File: src/rtl/dbl_pkg.sv
// Shared binary64 constants, converter state encoding and the field packer.
package dbl_pkg;

  localparam int DBL_BIAS   = 1023;
  localparam int DBL_EXP_W  = 11;
  localparam int DBL_FRAC_W = 52;

  typedef enum logic [1:0] {
    IDLE = 2'd0,
    NORM = 2'd1,
    DONE = 2'd2
  } state_t;

  function automatic logic [63:0] pack_double(
    input logic                  sign,
    input logic [DBL_EXP_W-1:0]  exp,
    input logic [DBL_FRAC_W-1:0] frac
  );
    return {sign, exp, frac};
  endfunction

endpackage

File: src/rtl/dbl_lzc.sv
// Leading-zero counter: returns W for an all-zero input.
module dbl_lzc #(
  parameter int W = 16
) (
  input  logic [W-1:0]       value,
  output logic [$clog2(W):0] count
);

  localparam int CW = $clog2(W) + 1;

  // Ascending scan: the highest set bit is the last one to write count.
  always_comb begin
    count = CW'(W);
    for (int i = 0; i < W; i++) begin
      if (value[i]) count = CW'(W - 1 - i);
    end
  end

endmodule

File: src/rtl/int_to_double_conv.sv
// Fixed-point sample to IEEE-754 binary64 converter with valid/ready on both sides.
// INT2DBL_FAST_NORM_EN: normalise in a single cycle with a combinational leading-zero count.
module int_to_double_conv
  import dbl_pkg::*;
#(
  parameter int W         = 16,
  parameter int FRAC_BITS = 0,
  parameter int TWOS_COMP = 1
) (
  input  logic         clk,
  input  logic         rst,
  input  logic [W-1:0] in_sample,
  input  logic         in_valid,
  output logic         in_ready,
  output logic [63:0]  out_double,
  output logic         out_valid,
  input  logic         out_ready,
  output logic         busy
);

  // Handshakes: a transfer happens on a rising edge where valid and ready are
  // both high; valid and data are held by the source until that edge.

  localparam int LZ_W = $clog2(W) + 1;
  localparam logic [11:0] EXP_BASE = 12'(DBL_BIAS + W - 1 - FRAC_BITS);

  state_t       state_q, state_d;
  logic         sign_q;
  logic [W-1:0] mag_q;
  logic [63:0]  out_q;

  logic [W-1:0]            in_mag;
  logic [W-1:0]            norm_mag;
  logic [LZ_W-1:0]         norm_lz;
  logic                    accept;
  logic                    pack_en;
  logic [DBL_FRAC_W-1:0]   frac;
  logic [DBL_EXP_W-1:0]    exp_field;
  logic [63:0]             result;

  always_comb begin
    in_mag = '0;
    if (TWOS_COMP != 0) begin
      in_mag = in_sample[W-1] ? (~in_sample) + W'(1) : in_sample;
    end else begin
      in_mag = {1'b0, in_sample[W-2:0]};
    end
  end

`ifdef INT2DBL_FAST_NORM_EN
  logic [LZ_W-1:0] lzc_count;

  dbl_lzc #(.W(W)) u_lzc (
    .value(mag_q),
    .count(lzc_count)
  );

  assign norm_mag = mag_q << lzc_count;
  assign norm_lz  = lzc_count;
`else
  logic [LZ_W-1:0] lz_q;

  assign norm_mag = mag_q;
  assign norm_lz  = lz_q;
`endif

  // The implicit leading one is dropped; the rest sits at the top of the fraction.
  assign frac      = DBL_FRAC_W'(norm_mag[W-2:0]) << (DBL_FRAC_W - (W - 1));
  assign exp_field = DBL_EXP_W'(EXP_BASE - 12'(norm_lz));
  assign result    = (mag_q == '0) ? 64'd0 : pack_double(sign_q, exp_field, frac);

  always_ff @(posedge clk) begin
    if (rst) state_q <= IDLE;
    else     state_q <= state_d;
  end

  always_comb begin
    state_d = state_q;
    accept  = 1'b0;
    pack_en = 1'b0;
    case (state_q)
      IDLE: begin
        if (in_valid) begin
          accept  = 1'b1;
          state_d = NORM;
        end
      end
      NORM: begin
        if (mag_q == '0 || norm_mag[W-1]) begin
          pack_en = 1'b1;
          state_d = DONE;
        end
      end
      DONE: begin
        if (out_ready) state_d = IDLE;
      end
      default: state_d = IDLE;
    endcase
  end

  always_ff @(posedge clk) begin
    if (rst) begin
      sign_q <= 1'b0;
      mag_q  <= '0;
      out_q  <= '0;
`ifndef INT2DBL_FAST_NORM_EN
      lz_q   <= '0;
`endif
    end else begin
      if (accept) begin
        sign_q <= in_sample[W-1];
        mag_q  <= in_mag;
`ifndef INT2DBL_FAST_NORM_EN
        lz_q   <= '0;
`endif
      end
`ifndef INT2DBL_FAST_NORM_EN
      else if (state_q == NORM && !pack_en) begin
        mag_q <= mag_q << 1;
        lz_q  <= lz_q + LZ_W'(1);
      end
`endif
      if (pack_en) out_q <= result;
    end
  end

  assign in_ready   = (state_q == IDLE);
  assign busy       = (state_q != IDLE);
  assign out_valid  = (state_q == DONE);
  assign out_double = out_q;

endmodule

File: config.mk
export PLATFORM = sky130hd
export DESIGN_NAME = int_to_double_conv
export DESIGN_NICKNAME = d
export VERILOG_FILES = /design/src/rtl/dbl_pkg.sv /design/src/rtl/dbl_lzc.sv /design/src/rtl/int_to_double_conv.sv
export SDC_FILE = /design/constraint.sdc
export NUM_CORES = 1
export LEC_CHECK = 0
export CORE_MARGIN = 4
export CORE_UTILIZATION = 46
export CTS_CLUSTER_SIZE = 24
export DETAILED_ROUTE_END_ITERATION = 8
export HOLD_SLACK_MARGIN = 0.15
export PLACE_DENSITY = 0.81
export SETUP_SLACK_MARGIN = 0.15
export SYNTH_ARGS = -nofsm -noshare
export SYNTH_HDL_FRONTEND = slang
export SYNTH_SLANG_ARGS = --single-unit
File: constraint.sdc
create_clock -name clk -period 2.96 [get_ports clk]
set_input_delay 0.888 -clock clk [delete_from_list [all_inputs] [get_ports clk]]
set_output_delay 0.888 -clock clk [all_outputs]
set_load 0.02 [all_outputs]
==> reports/qor.yml <==
yosysMostFrequentCell: "dfxtp_1"
post-place-ws_ps: -66.43
cp-end-kind: "flip-flop"
cts_inserted_buffers: 5
ios: 87
grt_max_degree: 25
switching_power_uw: 437.7
synth-edff-count: 0
crit_chain: "clkdlybuf4s50_1 -> inv_1 -> ha_1 -> or3b_2 -> o41ai_4 -> xor2_1 -> or3_1 -> o21ai_0"
num_antenna_cells: 0
synth_seq_area_share_pct: 38.59
clk_path_buf_depth: 2
worstPathRequired_ps: 3180
setup_viol: 0
drt.antenna.violating_nets: 0
comb_power_share_pct: 22.0
hp-class: "flip-flop to flip-flop"
viasPerCell: 5.106
ir_drop_mv: 0.2311
worst_pin_slew_ps: 590.8
final_core_utilization_pct: 56.84
max_stage_delay_ps: 550
p_sw_share_pct: 30.54
routabilityCongestion: 0.8082
yosysTopAreaCell: "dfxtp_1"
clk_pin_slew_ps: 80
cellLeakagePower_uw: 0.001208
ys_ff_latch: 50
final_hold_viol_count: 0
syn_area_mm2: 0.002594
use_met3_pct: 4.167
firstDrtPassIters: 4
route.vias.total: 2068
yosys-top-cells-count: "50 x dfxtp_1, 38 x buf_4, 24 x nor2_1"
async_flop_share_pct: 0
grt.met2_usage_pct: 23.40
cts_tree: "yes"
drc: 0
grt.overflow.total: 0
syn_avg_cell_area_um2: 9.101
maxCapViolCount: 0
grt_use_met1_pct: 18.12
ys_warn_count: 0
fin_nets: 356
path_delay_family: "simple AND/OR/NAND/NOR gates"
io_buffers: 49
htreeDepth: 2
avgRoutedWirePerCell_um: 12.98
die_w_um: 83.09
outcome: "finished, final reports clean"
synth_cell_types: 43
dieArea_mm2: 0.006904
maxSlewViolCount: 0
drive_above_1_share_pct: 8.108
grt_pass1_vias: 1752
ff_latch_area_mm2: 0.001001
p_clk_share_pct: 25.8
critPathKind: "primary input to flip-flop"
relSlewSlack_pct: 60.49
crit_fanout: 6
grt_use_total_pct: 14.24
postRouteWirelength_mm: 5.257
drt_iter0_drc: 70
syn_inst: 285
antenna_found_initial: 0
startpoint_type: "primary input"
fmax_ghz: 0.3710
areaGrowthSynthToFinish_pct: 19.92
root_buffer: "clkbuf_8"
grt_busiest_layer: "met2"
insertion_delay_ps: 300
num_rows: 27
cts.sinks: 50
multi_input_area_mm2: 0.001363
fill_cells: 509
place_hpwl_mm: 4.074
synth-main-ff-cell: "dfxtp_1"
cp_data_arrival_time_ps: 2920
die_h_um: 83.09
crit_slowest_cell: "or3b_2"
core-area_mm2: 0.005473
p_int_uw: 995.5
period_share_pct: 91.07
grt_first_pass_wirelength_mm: 8.245
whs_ps: 454.3
worst_slack_ps: 264.3
critPathBufInv: 2
seq_power_share_pct: 52.3
synth_top_cells_by_area: "dfxtp_1 39%, buf_4 11%, a22o_1 4.7%"
initial_core_util_pct: 47.39
skew_ps: 12.82
p_per_area_mw_per_mm2: 460.8
netlist.area_leader.share_pct: 38.59
rsz0062_at_grt: "false"
fin_crit_ps: 2696
==> per-layer routing <==
| metal | routed length (um) | vias up |
|---|---|---|
| met1 | 2341 | 966 |
| met3 | 401 | 6 |
| met2 | 2460 | 75 |
| li1 | - | 1021 |
| met4 | 53 | 0 |
| met5 | 0 | - |
==> state kept, by name, indices dropped and copies added (netlist names) <==
register,flops
state_q,2
out_double,26
sign_q,1
mag_q,16
lz_q,5
==> placed cells by master, fill, tap and decap left out, drive strengths merged, types with 3 or more instances in the layout <==
cell type,count
a21oi,11
a22o,14
a311oi,6
buf,9
clkbuf,7
clkdlybuf4s50,49
conb,37
dfxtp,50
ha,3
inv,6
mux2i,11
nand2,22
nand2b,4
nand3,6
nor2,25
nor3,3
nor4,7
o21ai,7
o2bb2ai,3
o31ai,5
o41ai,4
or3,9
xnor2,12
xor2,6
==> final cells by class <==
class | instances | share of cell area (%)
Multi-Input combinational cell | 212 | 43.81
Clock buffer | 7 | 2.454
Inverter | 6 | 0.7241
Sequential cell | 50 | 32.18
Timing Repair Buffer | 58 | 17.94
Tap cell | 72 | 2.896
==> kinds of logic (layout without fill, tap and decap cells) <==
family	Yosys count	after routing	share of synthesized area, %
compound gates	56	56	17.27
xor+xnor	18	18	6.078
fa+ha+maj	3	3	1.447
buf+inv	59	71	14.52
flops	50	50	38.59
mux	11	11	4.245
other cells	1	37	0.1446
simple gates	87	87	17.70
==> path summary, 6_finish.rpt <==
path | startpoint | end | slack, ps | cells after the start
worst max-delay path | in_sample[1] | mag_q[14] | 260 | 8
worst min-delay path | out_double[59] | out_double[59] | 450 | 1
worst max register to register | mag_q[8] | out_double[51] | 850 | 5
worst min register to register | out_double[59] | out_double[59] | 450 | 1
==> what timing repair did <==
| action | 4_1_cts | 5_1_grt |
|---|---|---|
| endpoints found under the setup margin | 0 | 1 |
| endpoints found under the hold margin | 0 | 0 |
| hold buffers | 0 | 0 |
| resized for setup | 0 | 1 |
| setup buffers | 0 | 0 |
==> worst reg2reg max path, stage by stage (launching register included) <==
cell and delay, ps:
dfxtp_1 360, nor4_1 460, nand4_2 280, a21oi_4 460, nor2_4 170, a22o_1 270
==> power by group through the flow <==
stage	Combinational [uW]	Clock [uW]	Sequential (uW)
4_1_cts	313	376	748
6_report	315	369	749
2_1_floorplan	253	0	760
3_3_place_gp	305	0	763
3_5_place_dp	312	0	764
5_1_grt	342	395	754
==> stage by stage <==
step                total power, uW  cell area [um2]  cells  setup TNS (ps)
global route                   1490             3110    405               0
floorplan                      1013             2729    321               0
global placement               1068             3023    398               0
finish                         1433             3110    405               0
CTS                            1437             3099    405               0
detailed placement             1077             3023    398          -79.12
Note: power is estimated with default switching activity, not from simulation.
==> patch 1 (config.mk and constraints unchanged) <==
Encoding of `state_t`: now one-hot (3 bits for 3 states).
--- a/src/rtl/dbl_pkg.sv
+++ b/src/rtl/dbl_pkg.sv
@@ -7,6 +7,6 @@
 
-  typedef enum logic [1:0] {
-    IDLE = 2'd0,
-    NORM = 2'd1,
-    DONE = 2'd2
+  typedef enum logic [2:0] {
+    IDLE = 3'b001,
+    NORM = 3'b010,
+    DONE = 3'b100
   } state_t;
Formal check against the unedited RTL: no difference found for any inputs over 10 cycles, from zero or initial values and one cycle with rst high; not proved beyond that.
==> patch 1 against the unedited design <==
Routed wire length up 20%. Largest cell class unchanged. Sequential cell count up 1. Non-clock buffer count up 9. Worst hold slack better by 0.0091 ns. Worst setup slack worse by 0.0031 ns. Synthesized area up 5.5%. Design area up 7.0%. Fmax down 0.11%.
Power is not compared: it rests on default switching activity, and its combinational part moved more than twofold at a synthesized area within 25%.
==> patch 1: results (changes against the unedited design) <==
largest_reg_flops: 26  # unchanged
startpoint: "in_sample[1]"
power.internal_uw: 1257
reg2reg_from: "state_q[1]"
place_hpwl_um: 4684  # +15%
arrival_ns: 2.93  # about the same
num-nets-final: 387  # +8.7%
clockBufferDepth: 2  # unchanged
wirelength_um: 6304  # +20%
fill_cells: 517  # +1.6%
rrSetupSlack_ns: 0.95  # +0.10 ns
cp_slowest_cell: "or4_1"
drive_above_1_share_pct: 9.589  # +1.5 points
cp_slowest_stage_delay_ns: 0.49  # -0.06 ns
grt_max_degree: 34  # +36%
dp_worst_setup_slack_ns: -0.03093  # +0.03550 ns
cts_resized: 0  # unchanged
p_clk_uw: 392
slew_violations: 0  # unchanged
gp_congestion: 0.8625  # +6.7%
synth_area_leaders: "dfxtp_1 (37%), buf_4 (10%), a22o_1 (4.8%)"
ir_drop_v: 0.0003031
grt_usage_pct: 16.83  # +2.6 points
ctsRootBufferMaster: "clkbuf_8"
synth_async_sr_flop_share_pct: 0  # unchanged
status: "complete, no violations"
antenna_found_initial: 0  # unchanged
crit_path_start_kind: "primary input"
grt_pass1_vias: 2193  # +25%
n_antenna_cell: 0  # unchanged
p_leak_uw: 0.001236
clk_latency_ns: 0.30  # about the same
ys_warn_count: 0  # unchanged
yosysSeqAreaShare_pct: 37.33  # -1.3 points
pg_comb_uw: 819
via_count: 2414  # +17%
holdWs_ns: 0.4633  # +0.009058 ns
cts_made_buffers: 5  # unchanged
first_pass_iters: 4  # unchanged
synthDistinctLibCells: 41  # -4.7%
clkSlewWorstSetupHoldPaths_ns: 0.09
cts_setup_buffers: 0  # unchanged
tightestPinTransition_ns: 0.6028  # +0.01194 ns
clock_skew_ns: 0.007201  # -0.005623 ns
min_path_type: "reg -> reg"
drt_iter0_markers: 161  # +130%
fin_crit_sh_pct: 91.18  # +0.10 points
min_from: "out_double[59]"
grt_pass1_wl_um: 10230  # +24%
placed_cell_area_um2: 3226  # +6.7%
cp_max_fo: 3  # -3
synthTopCellsByCount: "dfxtp_1 (51), buf_4 (38), clkbuf_1 (20)"
die_area_um2: 7244  # +4.9%
patch 1: cell types whose count changed after synthesis, moves of 7 or more:
cell      change
or3_1         -7
nand2_1      -14
o211ai_1      +8
nor2_1       -12
clkbuf_1     +11
o21ai_0      +12
nand3_1      +12
nor3b_1      +13
xnor2_1       -8
mux2i_1      -10
patch 1: worst paths after layout:
kind	depth (start not counted)	endpoint
setup / recovery	7	mag_q[14]
hold / removal	1	out_double[59]
setup reg to reg	3	lz_q[3]
hold reg to reg	1	out_double[59]
patch 1: final cells by class:
| type | instances | share of cell area (%) |
|---|---|---|
| clock buffer | 5 | 2.068 |
| clock inverter | 3 | 0.6017 |
| inverter | 7 | 0.7898 |
| multi-input combinational | 232 | 44.34 |
| sequential | 51 | 30.69 |
| tap | 72 | 2.708 |
| timing repair buffer | 67 | 18.80 |
patch 1: kinds of logic (layout without fill, tap and decap cells):
family                   count (synthesis)  count (layout)  share of synthesized area [%]
flip-flops                              51              51                          37.33
other                                    1              37                         0.1371
XOR/XNOR                                12              12                          3.843
AND/OR/NAND/NOR                         86              86                          18.12
adder cells (fa/ha/maj)                  3               3                          1.373
AO/OA/AOI/OAI                           93              93                          23.97
buffers and inverters                   69              82                          14.87
multiplexers                             1               1                         0.3660
patch 1: metal layers:
metal / part of all wire (%) / global-route usage (%) / up-vias
li1: - / - / 1186
met1: 46 / 23.15 / 1121
met2: 45 / 27.12 / 100
met3: 7.5 / 2.233 / 7
met4: 1.5 / 5.612 / 0
met5: 0 / 0 / -
patch 1: per-stage QoR:
| step | std cells | util, % |
|---|---|---|
| after floorplan | 352 | - |
| after global placement | 429 | 57.17 |
| final | 437 | 58.97 |
| after CTS | 437 | 58.75 |
| after global routing | 437 | 58.97 |
| after detailed placement | 429 | 57.17 |
==> patch 2 (same settings) <==
Without the edit above. The option `INT2DBL_FAST_NORM_EN` is turned on by a define.
--- a/src/rtl/int_to_double_conv.sv
+++ b/src/rtl/int_to_double_conv.sv
@@ -2,2 +2,4 @@
 // INT2DBL_FAST_NORM_EN: normalise in a single cycle with a combinational leading-zero count.
+`define INT2DBL_FAST_NORM_EN
+
 module int_to_double_conv
Formal check against the unedited RTL: not equivalent (Yosys sat finds a counterexample within 4 cycles, from zero or initial values and one cycle with rst high).
==> patch 2 against the unedited design <==
Design area up 24%. Critical endpoint is now mag_q[13]. Routed wire length grew 63%. Via count is 59% higher. Sequential cell count down 5. Worst setup slack better by 0.040 ns. Count of clock-buffer cells in the layout shrank 2. Synthesized area up 24%.
Power is not compared: it rests on default switching activity, and its combinational part moved more than twofold at a synthesized area within 25%.
==> patch 2: results (changes against the unedited design) <==
status: "complete, no violations"
synthDistinctLibCells: 52  # +21%
final_area_um2: 3854  # +24%
yosysSeqAreaShare_pct: 28.06  # -11 points
synthXorXnorAreaFrac_pct: 3.546  # -2.5 points
post_drt_wl_per_cell_um: 14.84  # +14%
cp_max_fo: 3  # -3
synthTopCellsByCount: "nor2_1 (51), dfxtp_1 (45), buf_4 (38)"
reg2reg_depth: 11  # +6
synth.ff_latch_count: 45  # -10%
grt_usage_pct: 20.18  # +5.9 points
grt_pass1_wl_um: 14080  # +71%
num-nets-final: 504  # +42%
r2r_end: "out_double[60]"
synth-adder-area-share_pct: 1.169  # -0.28 points
drive_above_1_share_pct: 9.129  # +1.0 points
startpoint: "in_sample[8]"
grt.met3_usage_pct: 3.065  # -1.1 points
synth-compound-area-share_pct: 26.03  # +8.8 points
place_hpwl_um: 6488  # +59%
min_from: "sign_q"
grt_pass1_vias: 2947  # +68%
grt_max_degree: 42  # +68%
rrSetupSlack_ns: 0.61  # -0.24 ns
tightestPinTransition_ns: 0.7350  # +0.1441 ns
patch 2: changes by cell type after synthesis, moves of 7 or more:
cell | before | now
a211oi_1 | 2 | 18
a21oi_1 | 10 | 22
a22o_1 | 14 | 0
a22oi_1 | 0 | 11
clkbuf_1 | 9 | 21
inv_1 | 6 | 15
nand2_1 | 21 | 30
nand3_1 | 6 | 13
nor2_1 | 24 | 51
nor3_1 | 3 | 11
o211ai_1 | 0 | 9
o21ai_0 | 6 | 13
o31ai_1 | 5 | 13
xnor2_1 | 12 | 5
patch 2: metrics by stage:
step           TNS [ns]  worst slack (ns)  hold slack [ns]  instances  total power [µW]
2_1_floorplan         0            0.5618           0.4366        464              1246
3_3_place_gp          0           0.03023           0.4452        570              1436
3_5_place_dp   -0.01353          -0.01353           0.4513        570              1446
4_1_cts               0            0.2979           0.4625        578              1829
5_1_grt               0            0.1759           0.4954        578              1940
6_report              0            0.3047           0.4625        578              1838
patch 2: kinds of logic after synthesis:
group	Yosys count
AOI/OAI and AO/OA	121
xor gates and xnor gates	13
adders and majority gates	3
buffers and inverters	82
DFF	45
muxes	13
other	1
and+or+nand+nor	150
patch 2: cell type report:
type | instances | share of cell area [%]
timing repair buffer | 76 | 17.99
clock buffer | 5 | 1.786
clock inverter | 3 | 0.5844
inverter | 16 | 1.558
tap | 96 | 3.117
sequential | 45 | 23.38
multi-input combinational | 337 | 51.59
patch 2: routing by layer:
| metal | routed length, µm | up-vias |
|---|---|---|
| li1 | - | 1582 |
| met1 | 3656 | 1554 |
| met2 | 4129 | 132 |
| met3 | 640 | 18 |
| met4 | 151 | 0 |
| met5 | 0 | - |
patch 2: worst max path at each step:
stage	endpoint	slack, ns
after CTS	mag_q[13]	0.30
after floorplan	mag_q[13]	0.56
after global routing	mag_q[13]	0.18
after detailed placement	mag_q[13]	-0.01
after global placement	mag_q[13]	0.03
final	mag_q[13]	0.30
patch 2: repair_timing:
action,in CTS,in global routing
endpoints found under the setup margin,0,1
hold buffers,0,0
gates resized for setup,0,1
buffers inserted,0,0
patch 2: power groups by stage:
stage | clock network [µW] | registers [µW] | logic [µW]
final | 390 | 692 | 756
after global routing | 414 | 699 | 827
after CTS | 393 | 691 | 746
after detailed placement | 0 | 705 | 741
after global placement | 0 | 705 | 732
after floorplan | 0 | 710 | 536
patch 2: worst max-delay path, stage by stage:
cell and delay [ns]:
clkdlybuf4s50_1 0.41, or4_1 0.59, or3_1 0.35, nor3_1 0.17, nand2b_1 0.14, xor2_1 0.16, a211oi_1 0.09
